**config.mk**
```make
export PLATFORM = sky130hd
export DESIGN_NAME = scandoubler_rotate_arb
export DESIGN_NICKNAME = d
export VERILOG_FILES = /design/src/rtl/scandoubler_rotate_arb.sv
export SDC_FILE = /design/constraint.sdc
export NUM_CORES = 1
export LEC_CHECK = 0
export BUFFER_PORTS_ARGS = -buffer_cell sky130_fd_sc_hd__buf_2
export CAP_MARGIN = 40
export CORE_MARGIN = 2
export CORE_UTILIZATION = 30
export CTS_CLUSTER_DIAMETER = 50
export DETAILED_ROUTE_END_ITERATION = 10
export GPL_TIMING_DRIVEN = 0
export SETUP_SLACK_MARGIN = 0.3
export SYNTH_ARGS = -nofsm -noshare
export SYNTH_HDL_FRONTEND = slang
export SYNTH_SLANG_ARGS = --single-unit
```
**constraint.sdc**
```tcl
create_clock -name clk_sys -period 3.3 [get_ports clk_sys]
set_input_delay 0.33 -clock clk_sys [delete_from_list [all_inputs] [get_ports clk_sys]]
set_output_delay 0.33 -clock clk_sys [all_outputs]
set_load 0.01 [all_outputs]
```
**src/rtl/scandoubler_rotate_arb.sv**
```systemverilog
// -----------------------------------------------------------------------------
// scandoubler_rotate_arb
//
// Shares one SDRAM burst port between the rotating scandoubler's pixel-write
// stream (vidin_*) and its row-fetch stream (vidout_*). Whole bursts are
// granted; per-word acks from the SDRAM controller are forwarded to whichever
// side owns the current burst. The SDRAM address is {frame, row, col} with the
// column aligned down to the burst size.
//
// Writes have priority. While a read is pending, at most MAX_WR_RUN write
// bursts are granted back to back before the read is served.
//
// Ports
//   clk_sys                 system clock
//   reset_n                 asynchronous active-low reset
//   vidin_req/frame/row/col write burst request and address
//   vidin_d                 write data (passed straight to mem_wdata)
//   vidin_ack               write word accepted
//   vidout_req/frame/row/col read request and address
//   vidout_d, vidout_ack    read word and its valid strobe
//   mem_req, mem_we         burst request / direction to the SDRAM controller
//   mem_addr                {frame, row, burst-aligned col}
//   mem_wdata, mem_rdata    data to / from the SDRAM controller
//   mem_ack                 one word transferred
//   arb_err                 sticky watchdog error
//
// Optional feature: define ARB_WATCHDOG_EN to abort a burst that sees no
// mem_ack for TIMEOUT cycles and flag arb_err. Without it arb_err is 0 and a
// burst waits for acks indefinitely.
// -----------------------------------------------------------------------------
module scandoubler_rotate_arb #(
    parameter int WR_BURST   = 8,
    parameter int RD_BURST   = 8,
    parameter int ROW_BITS   = 11,
    parameter int COL_BITS   = 11,
    parameter int MAX_WR_RUN = 4,
    parameter int TIMEOUT    = 255
) (
    input  logic                         clk_sys,
    input  logic                         reset_n,
    input  logic                         vidin_req,
    input  logic [1:0]                   vidin_frame,
    input  logic [ROW_BITS-1:0]          vidin_row,
    input  logic [COL_BITS-1:0]          vidin_col,
    input  logic [15:0]                  vidin_d,
    output logic                         vidin_ack,
    input  logic                         vidout_req,
    input  logic [1:0]                   vidout_frame,
    input  logic [ROW_BITS-1:0]          vidout_row,
    input  logic [COL_BITS-1:0]          vidout_col,
    output logic [15:0]                  vidout_d,
    output logic                         vidout_ack,
    output logic                         mem_req,
    output logic                         mem_we,
    output logic [2+ROW_BITS+COL_BITS-1:0] mem_addr,
    output logic [15:0]                  mem_wdata,
    input  logic [15:0]                  mem_rdata,
    input  logic                         mem_ack,
    output logic                         arb_err
);

    localparam int AW    = 2 + ROW_BITS + COL_BITS;
    localparam int MAXB  = (WR_BURST > RD_BURST) ? WR_BURST : RD_BURST;
    localparam int CW    = (MAXB > 2) ? $clog2(MAXB) : 1;
    localparam int RUNW  = (MAX_WR_RUN > 1) ? $clog2(MAX_WR_RUN + 1) : 1;
    localparam logic [COL_BITS-1:0] WR_COL_MASK = ~(COL_BITS'(WR_BURST - 1));
    localparam logic [COL_BITS-1:0] RD_COL_MASK = ~(COL_BITS'(RD_BURST - 1));

    typedef enum logic [1:0] {
        S_IDLE = 2'd0,
        S_WR   = 2'd1,
        S_RD   = 2'd2,
        S_GAP  = 2'd3
    } state_t;

    state_t          state_r, state_next_s;
    logic            req_wr_r, req_rd_r;
    logic            mem_req_r, mem_we_r;
    logic [AW-1:0]   mem_addr_r;
    logic [CW-1:0]   word_cnt_r;
    logic [RUNW-1:0] run_cnt_r;
    logic            grant_wr_s, grant_rd_s, in_burst_s, last_s, timeout_s;

    // Writes win unless a read has waited through MAX_WR_RUN write bursts.
    assign grant_wr_s = (state_r == S_IDLE) && req_wr_r &&
                        !(req_rd_r && (run_cnt_r == RUNW'(MAX_WR_RUN)));
    assign grant_rd_s = (state_r == S_IDLE) && req_rd_r && !grant_wr_s;
    assign in_burst_s = (state_r == S_WR) || (state_r == S_RD);
    assign last_s     = in_burst_s && mem_ack &&
                        (word_cnt_r == ((state_r == S_WR) ? CW'(WR_BURST - 1)
                                                          : CW'(RD_BURST - 1)));

    assign mem_req   = mem_req_r;
    assign mem_we    = mem_we_r;
    assign mem_addr  = mem_addr_r;
    assign mem_wdata = vidin_d;

`ifdef ARB_WATCHDOG_EN
    localparam int WDW = $clog2(TIMEOUT + 1);
    logic [WDW-1:0] wd_cnt_r;
    logic           arb_err_r;

    assign timeout_s = in_burst_s && !mem_ack && (wd_cnt_r == WDW'(TIMEOUT - 1));
    assign arb_err   = arb_err_r;

    // Watchdog: counts ack-less cycles inside a burst; error flag is sticky.
    always_ff @(posedge clk_sys or negedge reset_n) begin
        if (!reset_n) begin
            wd_cnt_r  <= '0;
            arb_err_r <= 1'b0;
        end else begin
            if (grant_wr_s || grant_rd_s || mem_ack || !in_burst_s) begin
                wd_cnt_r <= '0;
            end else begin
                wd_cnt_r <= wd_cnt_r + WDW'(1);
            end
            arb_err_r <= arb_err_r | timeout_s;
        end
    end
`else
    assign timeout_s = 1'b0;
    assign arb_err   = 1'b0;
`endif

    // FSM state register.
    always_ff @(posedge clk_sys or negedge reset_n) begin
        if (!reset_n) begin
            state_r <= S_IDLE;
        end else begin
            state_r <= state_next_s;
        end
    end

    // FSM next-state logic; GAP is a single settling cycle after each burst.
    always_comb begin
        state_next_s = state_r;
        case (state_r)
            S_IDLE: begin
                if (grant_wr_s) begin
                    state_next_s = S_WR;
                end else if (grant_rd_s) begin
                    state_next_s = S_RD;
                end else begin
                    state_next_s = S_IDLE;
                end
            end
            S_WR, S_RD: begin
                if (last_s || timeout_s) begin
                    state_next_s = S_GAP;
                end else begin
                    state_next_s = state_r;
                end
            end
            S_GAP:   state_next_s = S_IDLE;
            default: state_next_s = S_IDLE;
        endcase
    end

    // FSM outputs: acks and read data are forwarded combinationally to the burst owner.
    always_comb begin
        vidin_ack  = 1'b0;
        vidout_ack = 1'b0;
        vidout_d   = 16'd0;
        case (state_r)
            S_WR: vidin_ack = mem_ack;
            S_RD: begin
                vidout_ack = mem_ack;
                vidout_d   = mem_rdata;
            end
            default: begin
                vidin_ack  = 1'b0;
                vidout_ack = 1'b0;
                vidout_d   = 16'd0;
            end
        endcase
    end

    // Datapath: request sampling, address latch, word and run counters.
    always_ff @(posedge clk_sys or negedge reset_n) begin
        if (!reset_n) begin
            req_wr_r   <= 1'b0;
            req_rd_r   <= 1'b0;
            mem_req_r  <= 1'b0;
            mem_we_r   <= 1'b0;
            mem_addr_r <= '0;
            word_cnt_r <= '0;
            run_cnt_r  <= '0;
        end else begin
            req_wr_r <= vidin_req;
            req_rd_r <= vidout_req;
            if (grant_wr_s) begin
                mem_req_r  <= 1'b1;
                mem_we_r   <= 1'b1;
                mem_addr_r <= {vidin_frame, vidin_row, vidin_col & WR_COL_MASK};
                word_cnt_r <= '0;
                // Only writes that overtake a pending read count toward the run limit.
                if (!req_rd_r) begin
                    run_cnt_r <= '0;
                end else if (run_cnt_r == RUNW'(MAX_WR_RUN)) begin
                    run_cnt_r <= run_cnt_r;
                end else begin
                    run_cnt_r <= run_cnt_r + RUNW'(1);
                end
            end else if (grant_rd_s) begin
                mem_req_r  <= 1'b1;
                mem_we_r   <= 1'b0;
                mem_addr_r <= {vidout_frame, vidout_row, vidout_col & RD_COL_MASK};
                word_cnt_r <= '0;
                run_cnt_r  <= '0;
            end else if (last_s || timeout_s) begin
                mem_req_r  <= 1'b0;
                mem_we_r   <= 1'b0;
                word_cnt_r <= '0;
            end else if (in_burst_s && mem_ack) begin
                word_cnt_r <= word_cnt_r + CW'(1);
            end else if ((state_r == S_IDLE) && !req_rd_r) begin
                run_cnt_r <= '0;
            end else begin
                word_cnt_r <= word_cnt_r;
            end
        end
    end

endmodule
```
==> results.txt <==
Yosys top cell by area: dfrtp_1
fin crit period: 1.911 ns
Antenna Diode Count: 0
vias in the first global route: 1519
layout cells sized above 1: 0.6555
clock-pin slew on the worst setup and hold paths: 0.07 ns
CP startpoint: state_r[0]
Lkg Pwr: 1.649 nW
CTS buffer count: 5
DR WL met2: 2075 um
worst slew pin tran: 0.7476 ns
die area: 0.007666 mm^2
total setup buffers inserted after CTS: 0
synthesized cell area: 0.002095 mm^2
status: completed
Post-synth EDFFs: 0
placed insts: 372
Synth area leaders: dfrtp_1 39%, mux2_4 27%, buf_4 7.9%
met3 WL: 453 um
Root Driver: clkbuf_8
clk_lat worst skew: 0.28 ns
Congestion Overflow GR: 0
HPWL after detailed placement: 3506 um
Peak Freq: 0.5232 GHz
Worst path slowest cell: dfrtp_1
R2R Setup Slk: 1.46 ns
dominant synthesized flop cell: dfrtp_1
Final Cycle Share: 0.5792
worst setup path end: vidout_d[12]
post-route design area: 0.002905 mm^2
CTS Hold Bufs: 0
peak supply drop: 0.3298 mV
Yosys top cell area share: 0.3943
crit end category: output port
worst-case reg-to-reg path depth: 5
Rel. slew slack: 0.5016
RD Place Congestion: 0.6851
top routing layer in use: met4
FF-to-FF Start: state_r[0]
DR pass1 iterations: 4
setup TNS: 0 ns
antenna violations before repair: 0
Worst setup SP type: flip-flop
Ports: 146
CP max FO: 10
Post-Syn Area per Cell: 12.32 um^2
CP Data Arrival Time: 1.58 ns
DRT iter0 DRCs: 38
Critical Path RT: 2.97 ns
Post-DRT Antenna Nets: 0
max-cap viol count: 0
Post-CTS Resized: 0
Die W: 87.56 um
largest stage delay on the critical path: 0.40 ns
per-cell routed wire length: 11.67 um
Area growth syn-to-layout: 38.71%
Vert. Die Dim: 87.56 um
pin count of the biggest net entering global routing: 34
Cell Chain, Critical Path: inv_1, ha_1, clkbuf_1, and2_1, buf_2
number of synthesized register bits: 33
htree depth: 2
core area: 0.006756 mm^2
kind of critical path: reg2out
Initial Util: 0.3100
Post-DP Area: 0.002801 mm^2
first-pass GRT wire length: 6679 um
via count: 1663
TritonCTS clock tree: yes
DRC: 0
FP Rows: 30
Buffers on Ports: 119
WL met1: 1858 um
Ys Warns: 0
Mapped Cells: 170
drt total wl: 4423 um
R2R Path End: mem_addr[9]
power density over the cells: 775.2 mW/mm^2
Synth cell types: 28
vias per cell: 4.388
# clock sinks: 33
Layout Nets: 392
sequential area share after synthesis: 0.3943
Worst Skew: 0.007904 ns
Max Root-Sink Buffers: 2
unrepaired setup endpoints after global routing: false
Slew Viols, Final: 0
Total GRT Usage: 0.1116
final hold violation count: 0
Non-Filler Instances: 379
Final setup viols: 0
worst hold path type: in2async
fraction of registers with async set/reset: 1.000
==> registers in the layout, summed over array words and instances, names as in the netlist <==
signal	count
req_rd_r	1
mem_req	1
mem_we	1
word_cnt_r	3
run_cnt_r	3
req_wr_r	1
mem_addr	21
state_r	2
==> cells in the final DEF, fill, tap and decap left out <==
cell,count
mux2i_1,1
a21oi_1,4
and2_1,19
nand4b_1,1
buf_6,2
inv_1,4
clkbuf_8,5
a22o_1,1
o22ai_1,2
a21o_1,1
bufinv_16,1
nor2b_1,1
mux2_2,5
nand3_1,6
clkbuf_1,1
o21ai_0,1
o31ai_1,1
buf_2,119
buf_4,22
nor2_1,3
a21bo_2,1
ha_1,8
clkinv_2,1
nand2_2,1
dfrtp_1,33
a32o_1,2
o21a_1,1
mux2_4,38
nand2_1,8
clkbuf_2,1
and3_1,1
conb_1,4
==> worst max-delay path, delay by kind of cell (launching register included) <==
| kind | cells | cell delay [ns] |
|---|---|---|
| buffers and inverters | 3 | 0.48 |
| adder cells (fa/ha/maj) | 1 | 0.25 |
| flip-flops | 1 | 0.40 |
| AND/OR/NAND/NOR | 1 | 0.17 |
==> final cells by class <==
type	count	area (um^2)
clock inverter	2	35.03
fill	667	3851
buffer	26	196.4
inverter	4	15.01
tap	80	100.1
clock buffer	5	68.82
multi-input combinational	110	1069
timing repair buffer	119	595.6
sequential	33	825.8
==> cells by family after synthesis <==
group | after synthesis | share of synthesized area
flip-flops | 33 | 0.3943
buffers and inverters | 30 | 0.1009
adder cells (fa/ha/maj) | 8 | 0.04779
AND/OR/NAND/NOR | 40 | 0.1039
multiplexers | 44 | 0.3041
other | 1 | 0.001790
AO/OA/AOI/OAI | 14 | 0.04719
==> synthesized netlist by cell type, types with 2 or more instances <==
library cell   n
inv_1          4
nand3_1        6
nor2_1         3
buf_6          2
dfrtp_1       33
buf_4         22
a32o_1         2
a21oi_1        4
ha_1           8
nand2_1        8
mux2_4        38
o22ai_1        2
mux2_2         5
and2_1        19
==> through the flow <==
step	utilization	setup slack [ns]	total power, mW	hold slack (ns)
global route	0.4300	1.232	2.420	0.1327
detailed placement	0.4146	1.469	1.912	0.4394
global placement	0.4146	1.480	1.900	0.4398
CTS	0.4300	1.336	2.292	0.1351
finish	0.4300	1.389	2.252	0.1157
floorplan	-	1.661	1.569	0.03441
==> worst min path at each step <==
stage | to | from | slack (ns)
global route | req_rd_r | vidout_req | 0.13
finish | req_rd_r | reset_n | 0.12
global placement | req_wr_r | vidin_req | 0.44
floorplan | mem_addr[10] | reset_n | 0.03
detailed placement | req_wr_r | vidin_req | 0.44
CTS | mem_addr[17] | reset_n | 0.14
==> layer usage <==
layer,vias to the layer above,track usage
li1,813,-
met5,-,0
met1,742,0.1365
met3,5,0.02922
met2,103,0.1928
met4,0,0.03357
==> power by group <==
part	internal, mW	total (mW)	switching, mW
sequential	0.574	0.672	0.0971
combinational	0.719	1.22	0.502
clock	0.219	0.359	0.140
Note: power is estimated with default switching activity, not from simulation.
